==> config.mk <==
export PLATFORM = sky130hd
export DESIGN_NAME = uart_rx_flat
export DESIGN_NICKNAME = d
export VERILOG_FILES = /design/src/rtl/uart_rx_if.sv /design/src/rtl/uart_rx.sv /design/src/flat_wrapper.sv
export SDC_FILE = /design/constraint.sdc
export NUM_CORES = 1
export LEC_CHECK = 0
export ABC_AREA = 1
export CORE_UTILIZATION = 55
export DETAILED_ROUTE_END_ITERATION = 7
export GPL_TIMING_DRIVEN = 0
export PLACE_DENSITY = 0.87
export SYNTH_ARGS = -nofsm -noshare
export SYNTH_HDL_FRONTEND = slang
export SYNTH_SLANG_ARGS = --single-unit
==> constraint.sdc <==
create_clock -name clk -period 2.3 [get_ports clk]
set_clock_uncertainty 0.2 [all_clocks]
set_input_delay 0.46 -clock clk [delete_from_list [all_inputs] [get_ports clk]]
set_output_delay 0.46 -clock clk [all_outputs]
set_load 0.05 [all_outputs]
==> src/rtl/uart_rx_if.sv <==
`default_nettype none
// ============================================================================
// uart_rx_if : receive-buffer read handshake and status pulses of uart_rx
// Revision   : 1.0
// ============================================================================
interface uart_rx_if;
  logic       rd_en;
  logic [7:0] rx_data;
  logic       rx_valid;
  logic       frame_err;
  logic       overrun;

  modport master (output rd_en, input rx_data, rx_valid, frame_err, overrun);
  modport slave  (input rd_en, output rx_data, rx_valid, frame_err, overrun);
endinterface
`default_nettype wire

==> src/rtl/uart_rx.sv <==
`default_nettype none
// ============================================================================
// uart_rx  : 8N1 UART receiver with a show-ahead receive buffer.
// Option   : UART_RX_FIFO_EN selects a FIFO_DEPTH-entry FIFO, else one holding register.
// Revision : 1.0
// ============================================================================
module uart_rx #(
  parameter int CLKS_PER_BIT = 868,
  parameter int FIFO_DEPTH   = 4
) (
  input  logic     clk,
  input  logic     rst,
  input  logic     rx_pin,
  uart_rx_if.slave bus
);

  localparam int CNT_W = $clog2(CLKS_PER_BIT);
  localparam logic [CNT_W-1:0] LAST = CNT_W'(CLKS_PER_BIT - 1);
  localparam logic [CNT_W-1:0] HALF = CNT_W'((CLKS_PER_BIT - 1) / 2);

  if (CLKS_PER_BIT < 4) begin : g_bad_cpb
    $error("uart_rx: CLKS_PER_BIT must be at least 4");
  end
  if (FIFO_DEPTH < 1 || (FIFO_DEPTH & (FIFO_DEPTH - 1)) != 0) begin : g_bad_depth
    $error("uart_rx: FIFO_DEPTH must be a power of two");
  end

  typedef enum logic [2:0] {
    IDLE      = 3'd0,
    START     = 3'd1,
    DATA      = 3'd2,
    STOP      = 3'd3,
    WAIT_HIGH = 3'd4
  } state_t;

  state_t           state;
  logic [CNT_W-1:0] cnt;
  logic [2:0]       bitidx;
  logic [7:0]       shreg;
  logic             ferr;
  logic             ovr;
  logic             sync1;
  logic             rxs;
  logic             push;
  logic             pop;
  logic             store;

  // Both flops reset high so a reset never looks like a start edge.
  always_ff @(posedge clk) begin
    if (rst) begin
      sync1 <= 1'b1;
      rxs   <= 1'b1;
    end else begin
      sync1 <= rx_pin;
      rxs   <= sync1;
    end
  end

  assign push = (state == STOP) && (cnt == LAST) && rxs;

  always_ff @(posedge clk) begin
    if (rst) begin
      state  <= IDLE;
      cnt    <= '0;
      bitidx <= '0;
      shreg  <= '0;
      ferr   <= 1'b0;
    end else begin
      ferr <= 1'b0;
      case (state)
        IDLE: begin
          if (!rxs) begin
            cnt   <= '0;
            state <= START;
          end
        end
        START: begin
          if (cnt == HALF) begin
            cnt    <= '0;
            bitidx <= '0;
            state  <= rxs ? IDLE : DATA;
          end else begin
            cnt <= cnt + CNT_W'(1);
          end
        end
        DATA: begin
          if (cnt == LAST) begin
            cnt           <= '0;
            shreg[bitidx] <= rxs;
            if (bitidx == 3'd7) begin
              state <= STOP;
            end else begin
              bitidx <= bitidx + 3'd1;
            end
          end else begin
            cnt <= cnt + CNT_W'(1);
          end
        end
        STOP: begin
          // Leaving at mid-stop-bit leaves half a bit to catch a back-to-back start.
          if (cnt == LAST) begin
            cnt <= '0;
            if (rxs) begin
              state <= IDLE;
            end else begin
              ferr  <= 1'b1;
              state <= WAIT_HIGH;
            end
          end else begin
            cnt <= cnt + CNT_W'(1);
          end
        end
        WAIT_HIGH: begin
          if (rxs) begin
            state <= IDLE;
          end
        end
        default: state <= IDLE;
      endcase
    end
  end

`ifdef UART_RX_FIFO_EN
  localparam int AW = (FIFO_DEPTH > 1) ? $clog2(FIFO_DEPTH) : 1;
  localparam int CW = $clog2(FIFO_DEPTH + 1);

  logic [7:0]    mem [FIFO_DEPTH];
  logic [AW-1:0] wr_ptr;
  logic [AW-1:0] rd_ptr;
  logic [CW-1:0] count;
  logic          full;

  assign full  = (count == CW'(FIFO_DEPTH));
  assign pop   = bus.rd_en && (count != '0);
  // A pop in the same cycle frees the slot the incoming byte needs.
  assign store = push && (!full || pop);

  always_ff @(posedge clk) begin
    if (rst) begin
      for (int i = 0; i < FIFO_DEPTH; i++) begin
        mem[i] <= '0;
      end
      wr_ptr <= '0;
      rd_ptr <= '0;
      count  <= '0;
      ovr    <= 1'b0;
    end else begin
      ovr <= push && !store;
      if (store) begin
        mem[wr_ptr] <= shreg;
        wr_ptr      <= (wr_ptr == AW'(FIFO_DEPTH - 1)) ? '0 : wr_ptr + AW'(1);
      end
      if (pop) begin
        rd_ptr <= (rd_ptr == AW'(FIFO_DEPTH - 1)) ? '0 : rd_ptr + AW'(1);
      end
      if (store && !pop) begin
        count <= count + CW'(1);
      end else if (pop && !store) begin
        count <= count - CW'(1);
      end
    end
  end

  assign bus.rx_data  = mem[rd_ptr];
  assign bus.rx_valid = (count != '0);
`else
  logic [7:0] hold;
  logic       hold_valid;

  assign pop   = bus.rd_en && hold_valid;
  assign store = push && (!hold_valid || pop);

  always_ff @(posedge clk) begin
    if (rst) begin
      hold       <= '0;
      hold_valid <= 1'b0;
      ovr        <= 1'b0;
    end else begin
      ovr <= push && !store;
      if (store) begin
        hold       <= shreg;
        hold_valid <= 1'b1;
      end else if (pop) begin
        hold_valid <= 1'b0;
      end
    end
  end

  assign bus.rx_data  = hold;
  assign bus.rx_valid = hold_valid;
`endif

  assign bus.frame_err = ferr;
  assign bus.overrun   = ovr;

endmodule
`default_nettype wire

==> src/flat_wrapper.sv <==
// flat-port wrapper written by rule: the top's interface ports become plain ports
module uart_rx_flat 
#(
  parameter int CLKS_PER_BIT = 868,
  parameter int FIFO_DEPTH   = 4
)
  (clk, rst, rx_pin, bus_rd_en, bus_rx_data, bus_rx_valid, bus_frame_err, bus_overrun);
  uart_rx_if bus_i ();
  input  logic clk;
  input  logic rst;
  input  logic rx_pin;
  input wire logic [$bits(bus_i.rd_en)-1:0] bus_rd_en;
  output wire logic [$bits(bus_i.rx_data)-1:0] bus_rx_data;
  output wire logic [$bits(bus_i.rx_valid)-1:0] bus_rx_valid;
  output wire logic [$bits(bus_i.frame_err)-1:0] bus_frame_err;
  output wire logic [$bits(bus_i.overrun)-1:0] bus_overrun;
  assign bus_i.rd_en = bus_rd_en;
  assign bus_rx_data = bus_i.rx_data;
  assign bus_rx_valid = bus_i.rx_valid;
  assign bus_frame_err = bus_i.frame_err;
  assign bus_overrun = bus_i.overrun;
  uart_rx #(.CLKS_PER_BIT(CLKS_PER_BIT), .FIFO_DEPTH(FIFO_DEPTH)) u_core (.clk(clk), .rst(rst), .rx_pin(rx_pin), .bus(bus_i));
endmodule
==> reports/summary.txt, run 1 <==
Status = complete, no violations
Final Routed Wirelength = 3810 µm
Critical Path Start Type = register
Routability Congestion = 0.863
Cts hold-fix bufs = 0
WL/cell = 10.3 µm
Fin worst setup slack = 105 ps
Post-Route Utilization = 66.5%
H-Tree Level Count = 2
Highest-delay cell along the critical path = clkdlybuf4s50_1
Crit path DAT = 1530 ps
Syn avg cell area = 6.45 µm²
Die area = 3790 µm²
# IOs = 15
First-pass iteration count of the detailed router = 4
Max_cap viols = 0
Worst EP required = 1640 ps
Worst Tran Pin Value = 517 ps
Crit path cell chain = clkdlybuf4s50_1
Pins Over Slew Limit = 0
Cell count after synthesis = 302
DR DRC count = 0
Total GRT Usage = 23.9%
Vias per cell = 4.82
Synth cell types = 30
Core outline area = 3360 µm²
Post-detail-place hpwl = 2860 µm
Fmax = 456 MHz
Leakage power = 1.07 nW
Tcrit/Tclk final = 95.4%
Most common cell in the netlist = nand2_1
Die height = 61.5 µm
R2r setup slk = 480 ps
Total negative slack = 0 ps
Buf/Inv on CP = 1
Clk buf depth = 2
Clock Sinks = 37
Total CTS buffers = 5
Number of setup buffers added after CTS = 0
Crit. End Element = output pin
Area share of the largest cell type after synthesis = 38.0%
Synthesized Nets = 310
Share of layout cells above drive strength 1 = 9.57%
Final antenna diode count = 0
Antenna violations before repair = 0
CP peak stage delay = 820 ps
Worst-path maximum fanout = 3
Pwr/cell area = 769 nW/µm²
Post-place setup slack = 241 ps
Dpl cell area = 2150 µm²
EDFF count, synth = 0
Worst R2R Path Depth = 10
Asr flop ratio synth = 0%
Rel. slew slack = 65.6%
First-pass GRT wire length = 6620 µm
Clk pin slew, worst setup/hold paths = 110 ps
ANT nets after route = 0
Largest net degree at the start of global routing = 13
Setup violators final = 0
Ranking of synthesized cells by area = dfxtp_1 (38%), nand2_1 (19%), nor2_1 (11%)
Synth warn = 0
Hold path depth = 1
Final net count = 331
Worst Hold Class = reg -> reg
Vias = 1782
Hold Fails Final Rpt = 0
Reg2reg end = u_core.cnt[2]$_SDFFE_PP0P_
Row count = 21
Hold EP = u_core.rxs$_SDFF_PP1_
Fin crit period = 2190 ps
Sequential area share after synthesis = 38.0%
Worst Hold Slack = 225 ps
# resized after CTS = 0
Top_reg_cell synth = dfxtp_1
DRT iter0 DRCs = 108
Starting Density = 58.0%
Root Buffer = clkbuf_4
R2r startpoint = u_core.cnt[0]$_SDFFE_PP0P_
Worst-case vdd ir drop = 0.000384 V
Synth cell count leaders = nand2_1 (97), nor2_1 (55), inv_1 (40), dfxtp_1 (37), nand3_1 (15)
Family with the most delay on the worst path = buffers and inverters
Post-route cell area = 2240 µm²
Die extent in x = 61.5 µm
Post-synth top area cell = dfxtp_1
Area grow syn2layout = 14.7%
RSZ-0062 raised after global routing = no
HP Start = u_core.sync1$_SDFF_PP1_
Flops & latches, synth = 37
Worst-Skew Late Latency = 350 ps
Vias in the first global route = 1609
I/O Buffers = 14
Mapped Area = 1950 µm²
Crit path kind = reg -> out
Gr ovfl total = 0
TritonCTS clock tree = done
how the worst max path moves through the flow:
stage / startpoint / to / slack [ps] / depth (start not counted)
after floorplan: u_core.cnt[0]$_SDFFE_PP0P_ / u_core.bus.rx_data[0]$_SDFFE_PP0P_ / 690 / 9
after global placement: rst / u_core.bus.rx_data[2]$_SDFFE_PP0P_ / 260 / 5
after detailed placement: rst / u_core.shreg[6]$_SDFFE_PP0P_ / 240 / 5
after CTS: u_core.bus.rx_valid$_SDFFE_PP0P_ / bus_rx_valid / 80 / 1
after global routing: u_core.bus.rx_valid$_SDFFE_PP0P_ / bus_rx_valid / 20 / 1
final: u_core.bus.rx_valid$_SDFFE_PP0P_ / bus_rx_valid / 110 / 1
cell families (layout without fill, tap and decap cells):
group	Yosys count	in the layout	share of synthesized area [%]
and+or+nand+nor	195	195	43.8
buffers and inverters	50	72	10.7
AOI/OAI and AO/OA	16	16	4.94
DFF	37	37	38.0
adders and majority gates	4	4	2.57
placed cells by master, fill, tap and decap left out, types with 4 or more instances in the layout:
cell type,count
nand2_1,97
ha_1,4
nor3_1,6
a21oi_1,8
inv_1,40
nand3_1,15
o21ai_0,4
clkbuf_4,5
nand2_2,5
nor2_1,55
clkdlybuf4s50_1,14
dfxtp_1,37
metal layers:
layer / track usage [%] / wire length (µm)
met1: 30.5 / 1840
met2: 37.9 / 1760
met5: 0 / 0
met4: 10.2 / 65
met3: 6.51 / 152
sequential cells by signal (all words and copies together) (netlist names):
register / flops
u_core.cnt: 10
u_core.bus.rx_data: 8
u_core.shreg: 8
u_core.bitidx: 3
u_core.state: 3
u_core.bus.frame_err: 1
u_core.bus.overrun: 1
u_core.bus.rx_valid: 1
u_core.rxs: 1
u_core.sync1: 1
power by group:
group / total [mW] / internal (mW) / leakage, nW / switching (mW)
clock: 0.487 / 0.258 / 0.0445 / 0.228
sequential: 0.732 / 0.679 / 0.299 / 0.0523
combinational: 0.502 / 0.153 / 0.728 / 0.348
final cells by class:
| class | count | area (µm²) |
|---|---|---|
| flip-flops and latches | 37 | 741 |
| clock buffers | 6 | 51.3 |
| repair buffers | 14 | 140 |
| plain buffers | 5 | 33.8 |
| multi-input cells | 215 | 1000 |
| well taps | 46 | 57.6 |
| inverters | 45 | 174 |
| fillers | 315 | 1130 |
| clock inverters | 2 | 37.5 |
through the flow:
step	instances	power, mW
finish	370	1.72
global route	370	1.85
CTS	370	1.73
detailed placement	362	1.25
global placement	362	1.23
floorplan	302	1.13
(Power assumes the default switching activity.)
==> inputs of run 2 (changes only) <==
Settings changed: RECOVER_POWER set to 100, SLEW_MARGIN set to 0.
==> run 2 against run 1 <==
Net effect:
- via count shrank 0.39%
- sequential share of layout area grew 0.47 points
- final cell count is the same
- clock power is essentially flat
- worst setup slack lost 1.2 ps
- utilization shrank 0.93 points
- global-route usage is the same
- highest routed layer unchanged
==> reports/summary.txt, run 2 (synthesis gave the netlist of run 1 again) <==
Worst Hold Slack = 225 ps
Pins Over Slew Limit = 0
Worst-path maximum fanout = 3
Max FFs per register = 10
Crit path DAT = 1540 ps
Buf/Inv on CP = 1
Family with the most delay on the worst path = buffers and inverters
Post-route cell area = 2200 µm²
Vias = 1775
Hold EP = u_core.rxs$_SDFF_PP1_
Leakage power = 1.06 nW
Final net count = 331
Routability Congestion = 0.863
Critical path depth = 1
Die extent in x = 61.5 µm
Post-detail-place hpwl = 2860 µm
Core outline area = 3360 µm²
Pwr/cell area = 775 nW/µm²
First-pass GRT wire length = 6620 µm
Worst R2R Path Depth = 10
Max_cap viols = 0
# resized after CTS = 0
Setup violators final = 0
Crit path kind = reg -> out
Total CTS buffers = 5
Number of setup buffers added after CTS = 0
Root Buffer = clkbuf_4
Commonest non-fill, non-tap cell in the layout = nand2_1
Final Routed Wirelength = 3840 µm
Tcrit/Tclk final = 95.5%
Hold Fails Final Rpt = 0
Crit. End Element = output pin
Status = complete, no violations
Worst Hold Class = reg -> reg
R2r setup slk = 220 ps
First-pass iteration count of the detailed router = 4
Worst-Skew Late Latency = 350 ps
Hold path depth = 1
HP Start = u_core.sync1$_SDFF_PP1_
Post-Route Utilization = 65.6%
# IOs = 15
DRT iter0 DRCs = 70
RSZ-0062 raised after global routing = no
CP peak stage delay = 820 ps
Total GRT Usage = 23.9%
Fin crit period = 2200 ps
Vias in the first global route = 1609
R2r startpoint = u_core.cnt[0]$_SDFFE_PP0P_
Vias per cell = 4.80
Crit path cell chain = clkdlybuf4s50_1
Cts hold-fix bufs = 0
Worst Tran Pin Value = 511 ps
Die area = 3790 µm²
Antenna violations before repair = 0
Area grow syn2layout = 13.1%
H-Tree Level Count = 2
Final antenna diode count = 0
Total negative slack = 0 ps
Rel. slew slack = 66.0%
Dpl cell area = 2150 µm²
Clk pin slew, worst setup/hold paths = 110 ps
Share of layout cells above drive strength 1 = 7.72%
Worst EP required = 1640 ps
WL/cell = 10.4 µm
TritonCTS clock tree = done
Worst-case vdd ir drop = 0.000384 V
Largest Register = u_core.cnt
Starting Density = 58.0%
Critical Path Start Type = register
DR DRC count = 0
Reg2reg end = u_core.bus.rx_data[5]$_SDFFE_PP0P_
Fillcell total = 320
Die height = 61.5 µm
ANT nets after route = 0
Row count = 21
Gr ovfl total = 0
I/O Buffers = 14
Highest-delay cell along the critical path = clkdlybuf4s50_1
Clock Sinks = 37
Most frequent cells in the layout = nand2_1 (99), nor2_1 (55), inv_1 (41)
Clk buf depth = 2
Largest net degree at the start of global routing = 13
Fmax = 455 MHz
run 2: changes by cell type in the layout (fill, tap and decap cells not counted), sizes merged:
cell / before / now
clkdlybuf4s50: 14 / 12
clkbuf: 8 / 9
buf: 3 / 2
dlygate4sd3: 0 / 2
run 2: worst max path at each step:
stage	start	end	slack [ps]
floorplan	u_core.cnt[0]$_SDFFE_PP0P_	u_core.bus.rx_data[0]$_SDFFE_PP0P_	690
global placement	rst	u_core.bus.rx_data[2]$_SDFFE_PP0P_	260
detailed placement	rst	u_core.shreg[6]$_SDFFE_PP0P_	240
CTS	u_core.bus.rx_valid$_SDFFE_PP0P_	bus_rx_valid	80
global route	u_core.bus.rx_valid$_SDFFE_PP0P_	bus_rx_valid	20
finish	u_core.bus.rx_valid$_SDFFE_PP0P_	bus_rx_valid	100
run 2: metal layers:
metal	track usage, %	part of all wire [%]	up-vias
met2	37.9	46	23
met5	0	0	-
met3	6.51	3.4	6
met1	30.5	49	781
li1	-	-	965
met4	10.2	1.5	0
run 2: cell type report:
cell class	count	area, µm²	area share (%)
buffer	5	30.0	1.36
clock buffer	6	51.3	2.33
clock inverter	2	37.5	1.70
inverter	45	174	7.89
multi-input combinational	215	973	44.2
sequential	37	741	33.6
tap	46	57.6	2.61
timing repair buffer	14	140	6.36
run 2: power breakdown:
part	switching (mW)	internal, mW	leakage (nW)	total (mW)
combinational	0.342	0.147	0.712	0.489
sequential	0.0524	0.679	0.299	0.732
clock	0.229	0.258	0.0445	0.488
run 2: stage by stage:
step | instances | total power [mW] | worst slack (ps)
after global placement | 362 | 1.23 | 256
after detailed placement | 362 | 1.25 | 241
final | 370 | 1.71 | 104
after floorplan | 302 | 1.13 | 690
after CTS | 370 | 1.73 | 84.1
after global routing | 370 | 1.83 | 19.6
==> inputs of run 3 (changes only) <==
Settings changed: PLACE_DENSITY 0.87 to not set, PLACE_DENSITY_LB_ADDON set to 0.3.
==> run 3 against run 2 <==
Net effect:
- wire length is 2.5% higher
- utilization is 0.97 points lower
- power is 9.1% lower
- clock power is 32% lower
- critical path depth stayed put
- combinational power is 1% higher
- hold slack worse by 7.5 ps
- count of clock-buffer cells in the layout stayed put
- maximum frequency is 1.6% lower
- register-to-register slack better by 50 ps
- via count is 2.9% higher
- non-clock buffer count stayed put
- largest cell class unchanged
==> reports/summary.txt, run 3 (synthesis gave the netlist of run 1 again) <==
Status = complete, no violations
Total CTS buffers = 5
Hold path depth = 1
Buf/Inv on CP = 1
Fmax = 448 MHz
Crit path cell chain = dlygate4sd3_1
Antenna violations before repair = 0
Highest-delay cell along the critical path = dlygate4sd3_1
Worst Tran Pin Value = 537 ps
Largest Register = u_core.cnt
Worst-Skew Late Latency = 350 ps
Root Buffer = clkbuf_4
Largest net degree at the start of global routing = 12
Share of layout cells above drive strength 1 = 7.72%
Crit path DAT = 1570 ps
Worst R2R Path Depth = 10
Max_cap viols = 0
Crit. End Element = output pin
Worst-path maximum fanout = 2
Fin crit period = 2230 ps
Reg2reg end = u_core.bus.rx_data[5]$_SDFFE_PP0P_
Max FFs per register = 10
Post-detail-place hpwl = 2860 µm
Number of setup buffers added after CTS = 0
Inst Count DP = 362
Die area = 3790 µm²
Commonest non-fill, non-tap cell in the layout = nand2_1
Fillcell total = 332
Leakage power = 1.05 nW
Critical Path Start Type = register
Dpl cell area = 2150 µm²
WL/cell = 10.6 µm
Die height = 61.5 µm
Final antenna diode count = 0
# IOs = 15
Worst EP required = 1640 ps
R2r setup slk = 270 ps
Vias per cell = 4.94
Final net count = 331
Tcrit/Tclk final = 97.0%
Core outline area = 3360 µm²
Layout Cells excl Fill = 370
I/O Buffers = 14
DRT iter0 DRCs = 129
Cts hold-fix bufs = 0
Hold Fails Final Rpt = 0
RSZ-0062 raised after global routing = no
ANT nets after route = 0
Vias in the first global route = 1500
CP peak stage delay = 870 ps
Starting Density = 58.0%
Post-Route Utilization = 64.6%
Total GRT Usage = 23.7%
Family with the most delay on the worst path = buffers and inverters
Worst Hold Slack = 217 ps
Vias = 1826
Area grow syn2layout = 11.4%
Worst Hold Class = reg -> reg
HP Start = u_core.sync1$_SDFF_PP1_
Clock Sinks = 37
Hold EP = u_core.rxs$_SDFF_PP1_
H-Tree Level Count = 2
Pins Over Slew Limit = 0
TritonCTS clock tree = done
Routability Congestion = 0.935
Clk pin slew, worst setup/hold paths = 110 ps
Setup violators final = 0
Worst-case vdd ir drop = 0.000807 V
Gr ovfl total = 0
Post-route cell area = 2170 µm²
Crit path kind = reg -> out
Clk buf depth = 2
R2r startpoint = u_core.cnt[0]$_SDFFE_PP0P_
Final Routed Wirelength = 3930 µm
DR DRC count = 0
# resized after CTS = 0
Rel. slew slack = 64.2%
First-pass GRT wire length = 6490 µm
Most frequent cells in the layout = nand2_1 (99), nor2_1 (56), inv_1 (40)
Total negative slack = 0 ps
First-pass iteration count of the detailed router = 4
Row count = 21
Pwr/cell area = 715 nW/µm²
Die extent in x = 61.5 µm
==> run 3: cell type report <==
cell class | instances | area, µm² | area share [%]
plain buffers | 5 | 30.0 | 1.38
multi-input cells | 215 | 978 | 45.0
clock buffers | 6 | 41.3 | 1.90
inverters | 45 | 174 | 8.01
repair buffers | 14 | 140 | 6.45
well taps | 46 | 57.6 | 2.65
clock inverters | 2 | 10.0 | 0.461
flip-flops and latches | 37 | 741 | 34.1
==> run 3: per-layer routing <==
| metal | global-route usage (%) | vias up | share of wire (%) |
|---|---|---|---|
| met2 | 37.5 | 52 | 46 |
| met1 | 29.8 | 795 | 46 |
| li1 | - | 971 | - |
| met3 | 5.67 | 8 | 6.1 |
| met4 | 12.7 | 0 | 1.9 |
| met5 | 0 | - | 0 |
==> run 3: per-stage QoR <==
stage / power [mW] / setup slack (ps)
floorplan: 1.13 / 690
global placement: 1.23 / 253
detailed placement: 1.25 / 249
CTS: 1.57 / 102
global route: 1.67 / 29.4
finish: 1.55 / 69.2
==> run 3: report_power, final <==
group | switching (mW) | internal [mW]
sequential | 0.0500 | 0.679
clock | 0.214 | 0.116
combinational | 0.347 | 0.148
total | 0.610 | 0.943
==> run 3: worst max path at each step <==
stage	cells past startpoint	from	slack (ps)	endpoint
after global placement	5	rst	250	u_core.bitidx[0]$_SDFFE_PP0P_
after global routing	1	u_core.bus.rx_data[0]$_SDFFE_PP0P_	30	bus_rx_data[0]
after floorplan	9	u_core.cnt[0]$_SDFFE_PP0P_	690	u_core.bus.rx_data[0]$_SDFFE_PP0P_
after detailed placement	5	rst	250	u_core.shreg[6]$_SDFFE_PP0P_
final	1	u_core.bus.rx_data[7]$_SDFFE_PP0P_	70	bus_rx_data[7]
after CTS	1	u_core.bus.rx_valid$_SDFFE_PP0P_	100	bus_rx_valid
